<file path="src/rtl/sipo_deser.sv">
// -----------------------------------------------------------------------------
// sipo_deser -- serial-in / parallel-out deserializer.
//
// Collects WIDTH serial bits (qualified by sin_en) into one word and presents it
// on a registered valid/ready output.
//
// Parameters
//   WIDTH      bits per word (2..32)
//   MSB_FIRST  0: first received bit lands in dout[0]
//              1: first received bit lands in dout[WIDTH-1]
//
// Ports
//   clk         rising-edge clock
//   rst         asynchronous reset, active-high
//   start       begin (or restart) a frame, 1-cycle pulse
//   sin         serial data bit
//   sin_en      sin is valid this cycle
//   dout        last completed word (registered)
//   dout_valid  dout holds an unconsumed word
//   dout_ready  consumer accepts dout this cycle
//   busy        frame in progress
//   overrun     sticky: a completed word was dropped (cleared only by rst)
//   all_ones    &dout
// -----------------------------------------------------------------------------
module sipo_deser #(
    parameter int WIDTH     = 8,
    parameter bit MSB_FIRST = 1'b0
) (
    input  logic             clk,
    input  logic             rst,
    input  logic             start,
    input  logic             sin,
    input  logic             sin_en,
    output logic [WIDTH-1:0] dout,
    output logic             dout_valid,
    input  logic             dout_ready,
    output logic             busy,
    output logic             overrun,
    output logic             all_ones
);

    localparam int CW = $clog2(WIDTH);

    typedef enum logic {
        IDLE  = 1'b0,
        SHIFT = 1'b1
    } state_t;

    state_t           state_q, state_d;
    logic [CW-1:0]    cnt_q, cnt_d;
    logic [WIDTH-1:0] sr_q, sr_d;
    logic [WIDTH-1:0] dout_q, dout_d;
    logic             dout_valid_q, dout_valid_d;
    logic             overrun_q, overrun_d;
    logic [WIDTH-1:0] word;
    logic             done;

    always_comb begin
        // Shift register with the current bit applied; on the final bit this
        // is the complete word, so it can go straight to dout on the same edge.
        if (MSB_FIRST) word = {sr_q[WIDTH-2:0], sin};
        else           word = {sin, sr_q[WIDTH-1:1]};

        state_d      = state_q;
        cnt_d        = cnt_q;
        sr_d         = sr_q;
        dout_d       = dout_q;
        dout_valid_d = dout_valid_q;
        overrun_d    = overrun_q;
        done         = 1'b0;

        if (dout_valid_q && dout_ready) dout_valid_d = 1'b0;

        case (state_q)
            IDLE: begin
                if (start) begin
                    state_d = SHIFT;
                    cnt_d   = '0;
                    sr_d    = '0;
                end
            end
            SHIFT: begin
                // A restart wins over a bit arriving in the same cycle.
                if (start) begin
                    cnt_d = '0;
                    sr_d  = '0;
                end else if (sin_en) begin
                    sr_d = word;
                    if (cnt_q == CW'(WIDTH - 1)) begin
                        done    = 1'b1;
                        cnt_d   = '0;
                        state_d = IDLE;
                    end else begin
                        cnt_d = cnt_q + 1'b1;
                    end
                end
            end
            default: state_d = IDLE;
        endcase

        // Output slot is free if empty or being consumed on this edge;
        // otherwise the new word is lost and the sticky flag is raised.
        if (done) begin
            if (!dout_valid_q || dout_ready) begin
                dout_d       = word;
                dout_valid_d = 1'b1;
            end else begin
                overrun_d = 1'b1;
            end
        end
    end

    always_ff @(posedge clk or posedge rst) begin
        if (rst) begin
            state_q      <= IDLE;
            cnt_q        <= '0;
            sr_q         <= '0;
            dout_q       <= '0;
            dout_valid_q <= 1'b0;
            overrun_q    <= 1'b0;
        end else begin
            state_q      <= state_d;
            cnt_q        <= cnt_d;
            sr_q         <= sr_d;
            dout_q       <= dout_d;
            dout_valid_q <= dout_valid_d;
            overrun_q    <= overrun_d;
        end
    end

    assign dout       = dout_q;
    assign dout_valid = dout_valid_q;
    assign busy       = (state_q == SHIFT);
    assign overrun    = overrun_q;
    assign all_ones   = &dout_q;

endmodule
</file>
<file path="config.mk">
export PLATFORM = sky130hd
export DESIGN_NAME = sipo_deser
export DESIGN_NICKNAME = d
export VERILOG_FILES = /design/src/rtl/sipo_deser.sv
export SDC_FILE = /design/constraint.sdc
export NUM_CORES = 1
export LEC_CHECK = 0
export ABC_AREA = 1
export BUFFER_PORTS_ARGS = -buffer_cell sky130_fd_sc_hd__buf_2
export CORE_MARGIN = 2
export CORE_UTILIZATION = 29
export CTS_BUF_LIST = sky130_fd_sc_hd__clkbuf_4
export CTS_CLUSTER_DIAMETER = 30
export DETAILED_ROUTE_END_ITERATION = 12
export GPL_TIMING_DRIVEN = 0
export PLACE_DENSITY = 0.59
export SLEW_MARGIN = 10
export SYNTH_ARGS = -nofsm -noshare
export SYNTH_HDL_FRONTEND = slang
export SYNTH_SLANG_ARGS = --single-unit
</file>
<file path="constraint.sdc">
create_clock -name clk -period 1.4 [get_ports clk]
set_clock_uncertainty 0.05 [all_clocks]
set_input_delay 0.14 -clock clk [delete_from_list [all_inputs] [get_ports clk]]
set_output_delay 0.14 -clock clk [all_outputs]
set_load 0.05 [all_outputs]
</file>
== Word-level counts from Yosys, hierarchy flattened ==
Index checks and enable logic that the tools add are counted.
Widths: inputs -> output; s select.

* Input bits: 6
* Flip-flop bits (word level): 22

* Reduce and logical (&&, ||, !) cells: 7
* Muxes and demuxes: 21
* Add/subtract/negate cells: 1
* Bitwise logic cells: 2
* Equality and inequality tests: 3

{| class="wikitable"
|+ Operators by type and width
! kind !! number
|-
| $mux 8 || 3
|-
| $pmux 8 s2 || 1
|-
| $mux 3 || 4
|-
| $mux 1 || 11
|-
| $reduce_and 8->1 || 1
|-
| $pmux 3 s2 || 1
|-
| $reduce_and 2->1 || 3
|-
| $add 3x1->3 const B || 1
|-
| $eq 3x3->1 const B || 1
|-
| $ne 3x3->1 const B || 1
|-
| $ne 2x2->1 const B || 1
|-
| $not 1->1 || 2
|-
| $pmux 1 s2 || 1
|-
| $logic_and 1x1->1 || 1
|-
| $logic_not 1->1 || 1
|-
| $logic_or 1x1->1 || 1
|}

== Longest topological paths before layout ==
Gate-level depths: netlist of run 1.

* Depth after elaboration: 6
* Gate-level depth with buffers: 7
* Depth with buffers taken out: 7

== Worst setup path after synthesis of run 1 ==
No wires, ideal clock.

* Kind: reg2out
* From: reg dout_q[6] (netlist: dout[6])
* To: out all_ones
* Data required time: 1.210 ns
* Data arrival time: 1.456 ns
* Path buffers: 0
* Setup slack: -0.246 ns
* Stages on the path, launching flop included: 3
* Cells stage by stage: dfrtp_1 > nand4_1 > nor2_1

* Cells in the longest elaborated chain, start to end: 1

{| class="wikitable"
|+ Ends and longest elaborated chain
! item !! RTL line !! text
|-
| start: declaration || 52 || <nowiki>logic [WIDTH-1:0] dout_q, dout_d;</nowiki>
|-
| start signal: assignment || 125 || <nowiki>dout_q <= dout_d;</nowiki>
|-
| $reduce_and 8->1 || 135 || <nowiki>assign all_ones = &dout_q;</nowiki>
|-
| end: declaration || 39 || <nowiki>output logic all_ones</nowiki>
|}

No other way between the ends.

== Worst setup path in the final report of run 1 ==
* From: reg dout_q[4] (netlist: dout[4])
* To: out all_ones

The elaborated chain is that of the path after synthesis.

==> results of run 1 <==
[through the flow]
stage | setup slack [ps] | utilization | area [um^2]
floorplan | 30.4 | - | 935
global placement | 68.9 | 0.352 | 1070
detailed placement | 54.7 | 0.352 | 1070
CTS | 28.3 | 0.365 | 1110
global route | 5.19 | 0.371 | 1130
finish | 85.3 | 0.371 | 1130
[sequential cells by signal (all words and copies together) (netlist names)]
name        count
sr_q            7
dout_valid      1
dout            8
cnt_q           3
overrun         1
busy            1
[worst min path at each step]
| stage | startpoint | endpoint | slack, ps | depth (start not counted) |
|---|---|---|---|---|
| after CTS | sin | sr_q[7] | 2 | 3 |
| after floorplan | rst | busy | 70 | 1 |
| after detailed placement | rst | sr_q[4] | 280 | 2 |
| final | sin | sr_q[7] | 7 | 3 |
| after global placement | rst | sr_q[5] | 270 | 2 |
| after global routing | sin | sr_q[7] | 10 | 3 |
[timing repair]
action	CTS	global route
hold buffers	1	0
buffers inserted	0	1
endpoints found under the setup margin	1	11
pin swaps	0	1
hold endpoints to repair	21	0
resized for setup	1	3
[synth_stat cells (all sizes together)]
cell	instances	area share
inv	5	0.020
dfrtp	21	0.57
o21bai	1	0.0081
nor2	5	0.049
o21ai	1	0.0054
ha	2	0.027
buf	3	0.019
nand4	2	0.013
nand3	19	0.12
nand2	42	0.18
[area by class of cell]
cell class              instances  area (um^2)  area share
flip-flops and latches         21          526       0.464
repair buffers                 19          109      0.0960
well taps                      44         55.1      0.0486
clock inverters                 1         5.00     0.00442
clock buffers                   3         22.5      0.0199
multi-input cells              72          380       0.336
plain buffers                   3         17.5      0.0155
inverters                       5         18.8      0.0166
[power by group]
group	switching [W]	total [W]	internal (W)
clock	0.000184	0.000290	0.000106
combinational	0.0000453	0.0000681	0.0000229
sequential	0.00000615	0.000621	0.000615
total	0.000235	0.000979	0.000744
[critical path, delay by kind of cell, from the launching register on]
family	cells	cell delay [ps]
buffers and inverters	1	160
DFF	1	390
and+or+nand+nor	2	270
[layer usage]
layer	vias up	part of all wire	GRT usage
li1	368	-	-
met2	20	0.48	0.185
met1	345	0.47	0.148
met3	2	0.039	0.0128
met5	-	0	0
met4	0	0.015	0.0652
[kinds of logic (layout without fill, tap and decap cells)]
family / Yosys count / count (layout) / share of synthesized area
compound gates: 2 / 2 / 0.0135
fa+ha+maj: 2 / 2 / 0.0270
buf+inv: 8 / 31 / 0.0391
flops: 21 / 21 / 0.567
simple gates: 68 / 68 / 0.354
==> results.md, run 1 <==
- Status: complete, no violations
- CP Data Arrival Time: 1120 ps
- CP startpoint kind: flop
- FILL cells: 338
- Layout Nets: between 100 and 150
- # rows: 20
- GR Util All Layers: 0.114
- Overall Power: 0.000979 W
- Largest net degree at the start of global routing: 22
- Crit path required time: 1210 ps
- Worst-skew pair later-pin latency: about 300 ps
- Area Overhead vs Synth: 22.3%
- Unique masters post-synth: 17
- Pre-antenna DRT Iters: 5
- Synth Instances: 101
- Core area: 3050 um^2
- Final WL: 1790 um
- Clock Path Buffers: 2
- Achievable Freq: 761 MHz
- Post-synthesis register bit count: 21
- Max Cap Viol: 0
- Crit-path cells: nand4_1, nor2_4, buf_6
- CP Launch Point: dout[4]
- Leak Pwr: 0.659 nW
- # setup viols final: 0
- Hold Vio Cnt, Final: 0
- Starting Density: 0.304
- DRT antenna net count: 0
- CP peak stage delay: between 300 and 400 ps
- Maximum VDD drop: 0.000269 V
- Slowest cell on the critical path: dfrtp_1
- Grt ovf: 0
- Root Buffer: clkbuf_4
- HPWL Detailed: ~1300 um
- Initial antenna violation count: 0
- I/O pin count: 18
- CP Class: flop to output port
- Drt drc: 0
- Setup TNS: 0 ps
- Via/cell ratio: 4.38
- Ant diodes: 0
- CP max FO: 3
- RSZ-0062 raised after global routing: no
- Worst slew pin tran: 794 ps
- Post-synth net total: 109
- Final GP Congestion: between 0.7 and 0.8
- Wire per inst: between 10 and 15 um
- Start of the worst register-to-register path: cnt_q[0]
- Most frequent cells in the layout: nand2_1 (40), dfrtp_1 (21), buf_2 (18), nand3_1 (18)
- Pwr/cell area: 864 nW/um^2
- Worst min-delay path class: input pin to flop
- Critical path endpoint: all_ones
- Layout cells sized above 1: 0.282
- Mapped Area: 927 um^2
- Hold_ws: 7.21 ps
- Die area: between 3000 and 4000 um^2
- Final worst-path cycle share: 0.939
- First-pass GRT wire length: 3070 um
- Max_slew headroom: 0.470
- CP endpoint kind: output port
- Worst-path clk slew: 120 ps
- Worst flop-to-flop path endpoint: dout[1]
- Port Buffers: 17
- Total number of vias: 735
- Die height: around 60 um
- R2R Setup Slk: 110 ps
- Non-Filler Instances: 168
- Post-synthesis sequential area ratio: 0.567
- Syn_area_per_cell: just over 9 um^2
- Post-Place Cells: about 160
- Cts bufs inserted: 3
- Min Clock Period, post-route: 1310 ps
- Vias in the first global route: 693
- Num Clock Sinks: 21
- Commonest non-fill, non-tap cell in the layout: nand2_1
- Ys Warns: 0
- CTS tree: built
- R2R cell count: 7
- Final Max Slew Viols: 0
- Die Width: a little over 60 um
- Initial DRC count: 28
- CTS H-tree depth: 1
No activity file was read; power rests on OpenSTA's default activity.
==> inputs of run 2 (changes only) <==
- clock period: 1.4 -> 1.5 ns (I/O delays scaled with it)
==> results.md, run 2 (synthesis gave the netlist of run 1 again) <==
- Int Pwr: approximately 0.0007 W
- Layout Nets: approximately 130
- Worst-skew pair later-pin latency: approximately 300 ps
- Area Overhead vs Synth: 19.7%
- Largest net degree at the start of global routing: 22
- Drt drc: 0
- Starting Density: 0.304
- I/O pin count: 18
- Hold_sp: sin
- Clock Path Buffers: 2
- Grt ovf: 0
- Die height: 60.5 um
- Crit path required time: 1700 ps
- CP endpoint kind: flop
- Clk pwr share: 0.311
- Port Buffers: 17
- R2R Setup Slk: 120 ps
- Initial DRC count: 22
- Status: complete, no violations
- Die area: between 3000 and 4000 um^2
- Min Clock Period, post-route: roughly 1400 ps
- DRT antenna net count: 0
- Final worst-path cycle share: 0.918
- Core area: 3050 um^2
- R2R cell count: 7
- First-pass GRT wire length: 2930 um
- Most frequent cells in the layout: nand2_1 (40), dfrtp_1 (21), buf_2 (19)
- Final GP Congestion: 0.762
- Layout cells sized above 1: 0.268
- Overall Power: 0.000927 W
- Max Cap Viol: 0
- CP Class: flop to flop
- Non-Filler Instances: 167
- Pre-antenna DRT Iters: 4
- Die Width: 60.5 um
- Post-Place Cells: roughly 160
- Total number of vias: 727
- P_sw: 0.000213 W
- Start of the worst register-to-register path: cnt_q[0]
- Leak Pwr: 0.648 nW
- Setup TNS: 0 ps
- # rows: 20
- Part of the power in combinational logic: 0.064
- Worst slew pin tran: about 780 ps
- Number of gates resized after CTS: 0
- CP max FO: 8
- Wire per inst: around 11 um
- Pwr/cell area: ~840 nW/um^2
- Vias in the first global route: 679
- Maximum VDD drop: 0.000198 V
- Max_slew headroom: 0.477
- Multi-input logic area: 368 um^2
- Flop pwr share: 0.626
- Sw Share: 0.230
- Final Max Slew Viols: 0
- GR Util All Layers: 0.111
- Worst-path clk slew: 110 ps
- Storage cell area: approximately 530 um^2
- Cts bufs inserted: 3
- CP Launch Point: cnt_q[0]
- # setup viols final: 0
- CP Data Arrival Time: 1570 ps
- Num Clock Sinks: 21
- Via/cell ratio: 4.35
- Max reg flops: 8
- Achievable Freq: a little over 700 MHz
- Ant diodes: 0
- RSZ-0062 raised after global routing: no
- Final WL: 1750 um
- Initial antenna violation count: 0
- Critical path endpoint: dout[2]
- Root Buffer: clkbuf_4
- Post-Route Utilization: 0.364
- CTS tree: built
- CTS H-tree depth: 1
- CP startpoint kind: flop
- Commonest non-fill, non-tap cell in the layout: nand2_1
- Worst flop-to-flop path endpoint: dout[2]
- HPWL Detailed: 1300 um
- Worst min-delay path class: input pin to flop
- Hold Vio Cnt, Final: 0
- FILL cells: around 330
==> run 2: cell count changes in the layout (fill, tap and decap cells not counted) <==
cell / before / now
clkinv_2: 1 / 0
nor2_4: 2 / 1
ha_1: 1 / 2
buf_4: 2 / 1
buf_6: 1 / 0
nor2_2: 1 / 2
clkbuf_4: 3 / 4
ha_2: 1 / 0
nand2_4: 1 / 0
nand2_2: 1 / 2
buf_2: 18 / 19
==> run 2: worst min path at each step <==
stage / cells past startpoint / end / slack, ps
final: 3 / sr_q[7] / 20
after global routing: 3 / sr_q[7] / 20
after CTS: 3 / sr_q[7] / 10
after detailed placement: 2 / sr_q[5] / 290
after global placement: 2 / sr_q[5] / 280
after floorplan: 1 / busy / 80
==> run 2: metal layers <==
metal,global-route usage,part of all wire,up-vias
met5,0,0,-
met4,0.0745,0.026,0
met3,0.0192,0.035,4
met2,0.177,0.45,18
met1,0.137,0.48,336
li1,-,-,369
==> run 2: final cells by class <==
cell class / count / area share
multi-input cells: 72 / 0.331
repair buffers: 18 / 0.0857
inverters: 5 / 0.0169
plain buffers: 3 / 0.0158
flip-flops and latches: 21 / 0.474
well taps: 44 / 0.0496
clock buffers: 4 / 0.0271
==> run 2: power by group through the flow <==
| stage | Combinational [W] | Clock, W | Sequential (W) |
|---|---|---|---|
| final | 0.0000590 | 0.000288 | 0.000580 |
| after global routing | 0.0000682 | 0.000328 | 0.000581 |
| after CTS | 0.0000607 | 0.000303 | 0.000580 |
| after detailed placement | 0.0000586 | 0 | 0.000591 |
| after global placement | 0.0000563 | 0 | 0.000590 |
| after floorplan | 0.0000382 | 0 | 0.000590 |
==> run 2: repair_timing <==
action	in CTS	in global routing
endpoints found under the hold margin	21	0
hold buffers	1	0
setup buffers	0	0
==> run 2: worst max-delay path: stages (launching register included) <==
cell and delay, ps:
dfrtp_1 420, ha_1 200, ha_1 200, nand2_2 130
inv_2 80, nand3_4 120, nand2_1 70, nand2_1 60
==> run 2: stage by stage <==
step	worst slack [ps]	area, um^2	hold slack [ps]
floorplan	35.2	930	76.5
global placement	168	1070	275
CTS	108	1110	11.3
global route	25.2	1110	15.9
detailed placement	144	1070	294
finish	124	1110	20.2
==> inputs of run 3 (changes only) <==
- CTS_BUF_LIST: sky130_fd_sc_hd__clkbuf_4 -> sky130_fd_sc_hd__clkbuf_8
==> results.md, run 3 (synthesis gave the netlist of run 1 again) <==
- Commonest non-fill, non-tap cell in the layout: nand2_1
- Vias in the first global route: between 600 and 700
- CP Class: flop to flop
- CP startpoint kind: flop
- Largest net degree at the start of global routing: 22
- Min Clock Period, post-route: 1370 ps
- # rows: 20
- Status: finished with violations
- Hold Vio Cnt, Final: 21
- Pre-antenna DRT Iters: 4
- Worst flop-to-flop path endpoint: dout[2]
- CTS tree: built
- FILL cells: approximately 330
- Core area: 3050 um^2
- Final GP Congestion: 0.762
- Initial antenna violation count: 0
- Cts bufs inserted: 3
- CP max FO: 8
- Grt ovf: 0
- Total number of vias: 730
- CP endpoint kind: flop
- Num Clock Sinks: 21
- Clock Path Buffers: 2
- Most frequent cells in the layout: nand2_1 (40), dfrtp_1 (21), buf_2 (19)
- Drt drc: 0
- R2R Setup Slk: roughly 130 ps
- Start of the worst register-to-register path: cnt_q[0]
- CTS H-tree depth: 1
- Crit path required time: roughly 1700 ps
- Leak Pwr: roughly 0.65 nW
- Wire per inst: about 11 um
- CP Data Arrival Time: between 1500 and 2000 ps
- Initial DRC count: 27
- Die height: 60.5 um
- Max Cap Viol: 0
- Number of gates resized after CTS: 0
- DRT antenna net count: 0
- Setup TNS: 0 ps
- Starting Density: 0.304
- Achievable Freq: 732 MHz
- CTS Hold Bufs: 0
- I/O pin count: 18
- Worst min-delay path class: input pin to async pin
- Final WL: 1770 um
- Ant diodes: 0
- GR Util All Layers: 0.112
- Maximum VDD drop: 0.000302 V
- # setup viols final: 0
- Worst slew pin tran: 785 ps
- Hold_ws: -25.8 ps
- Post-Route Utilization: 0.365
- Via/cell ratio: 4.40
- Max_slew headroom: 0.476
- RSZ-0062 raised after global routing: no
- Final worst-path cycle share: 0.911
- Layout cells sized above 1: 0.262
- Layout Nets: 131
- Root Buffer: clkbuf_8
- HPWL Detailed: 1300 um
- Worst-skew pair later-pin latency: 260 ps
- R2R cell count: 7
- Max reg flops: 8
- Port Buffers: 17
- Pwr/cell area: ~900 nW/um^2
- Die Width: 60.5 um
- First-pass GRT wire length: between 2000 and 3000 um
- Area Overhead vs Synth: 20.2%
- Violated checks: hold timing
- Worst-path clk slew: 70 ps
- Setup bufs post-CTS: 0
- Die area: ~3700 um^2
- Final Max Slew Viols: 0
-- run 3: changes by cell type in the layout (fill, tap and decap cells not counted) --
cell           delta
clkbuf_8          +3
inv_1             +1
clkbuf_4          -4
dlygate4sd3_1     -1
-- run 3: worst max path at each step --
stage	end	cells past startpoint	startpoint	slack (ps)
after floorplan	all_ones	2	dout[4]	40
after global placement	dout[4]	7	cnt_q[0]	170
after detailed placement	dout[2]	7	cnt_q[0]	140
after CTS	dout[2]	7	cnt_q[0]	130
after global routing	dout[4]	7	cnt_q[0]	40
final	dout[2]	7	cnt_q[0]	130
-- run 3: worst max-delay path, stage by stage, from the launching register on --
cell     delay, ps
dfrtp_1        400
ha_1           200
ha_1           200
nand2_2        130
inv_2           80
nand3_4        120
nand2_1         70
nand2_1         60
-- run 3: stage by stage --
stage          instances  worst slack, ps  instance area (um^2)  hold slack, ps  total power, W
4_1_cts              166              126                  1110            6.97         0.00102
3_5_place_dp         162              144                  1070             294        0.000649
5_1_grt              166             37.7                  1110            51.0         0.00105
2_1_floorplan        101             35.2                   930            76.5        0.000628
3_3_place_gp         162              168                  1070             275        0.000646
6_report             166              134                  1110           -25.8         0.00100
-- run 3: final cells by class --
type / count / area [um^2] / share of cell area
Sequential cell: 21 / 526 / 0.471
Multi-Input combinational cell: 72 / 368 / 0.330
Timing Repair Buffer: 17 / 85.1 / 0.0763
Tap cell: 44 / 55.1 / 0.0494
Clock buffer: 3 / 41.3 / 0.0370
Inverter: 5 / 18.8 / 0.0168
Buffer: 3 / 17.5 / 0.0157
Clock inverter: 1 / 3.75 / 0.00337
-- run 3: power breakdown --
| part | switching, W | internal, W |
|---|---|---|
| Sequential | 0.00000614 | 0.000574 |
| Clock | 0.000181 | 0.000183 |
| Combinational | 0.0000404 | 0.0000168 |
| Total | 0.000228 | 0.000773 |
-- run 3: per-layer routing --
metal	track usage	part of all wire
met4	0.0839	0.031
met1	0.139	0.48
met3	0.0128	0.033
met5	0	0
met2	0.180	0.45
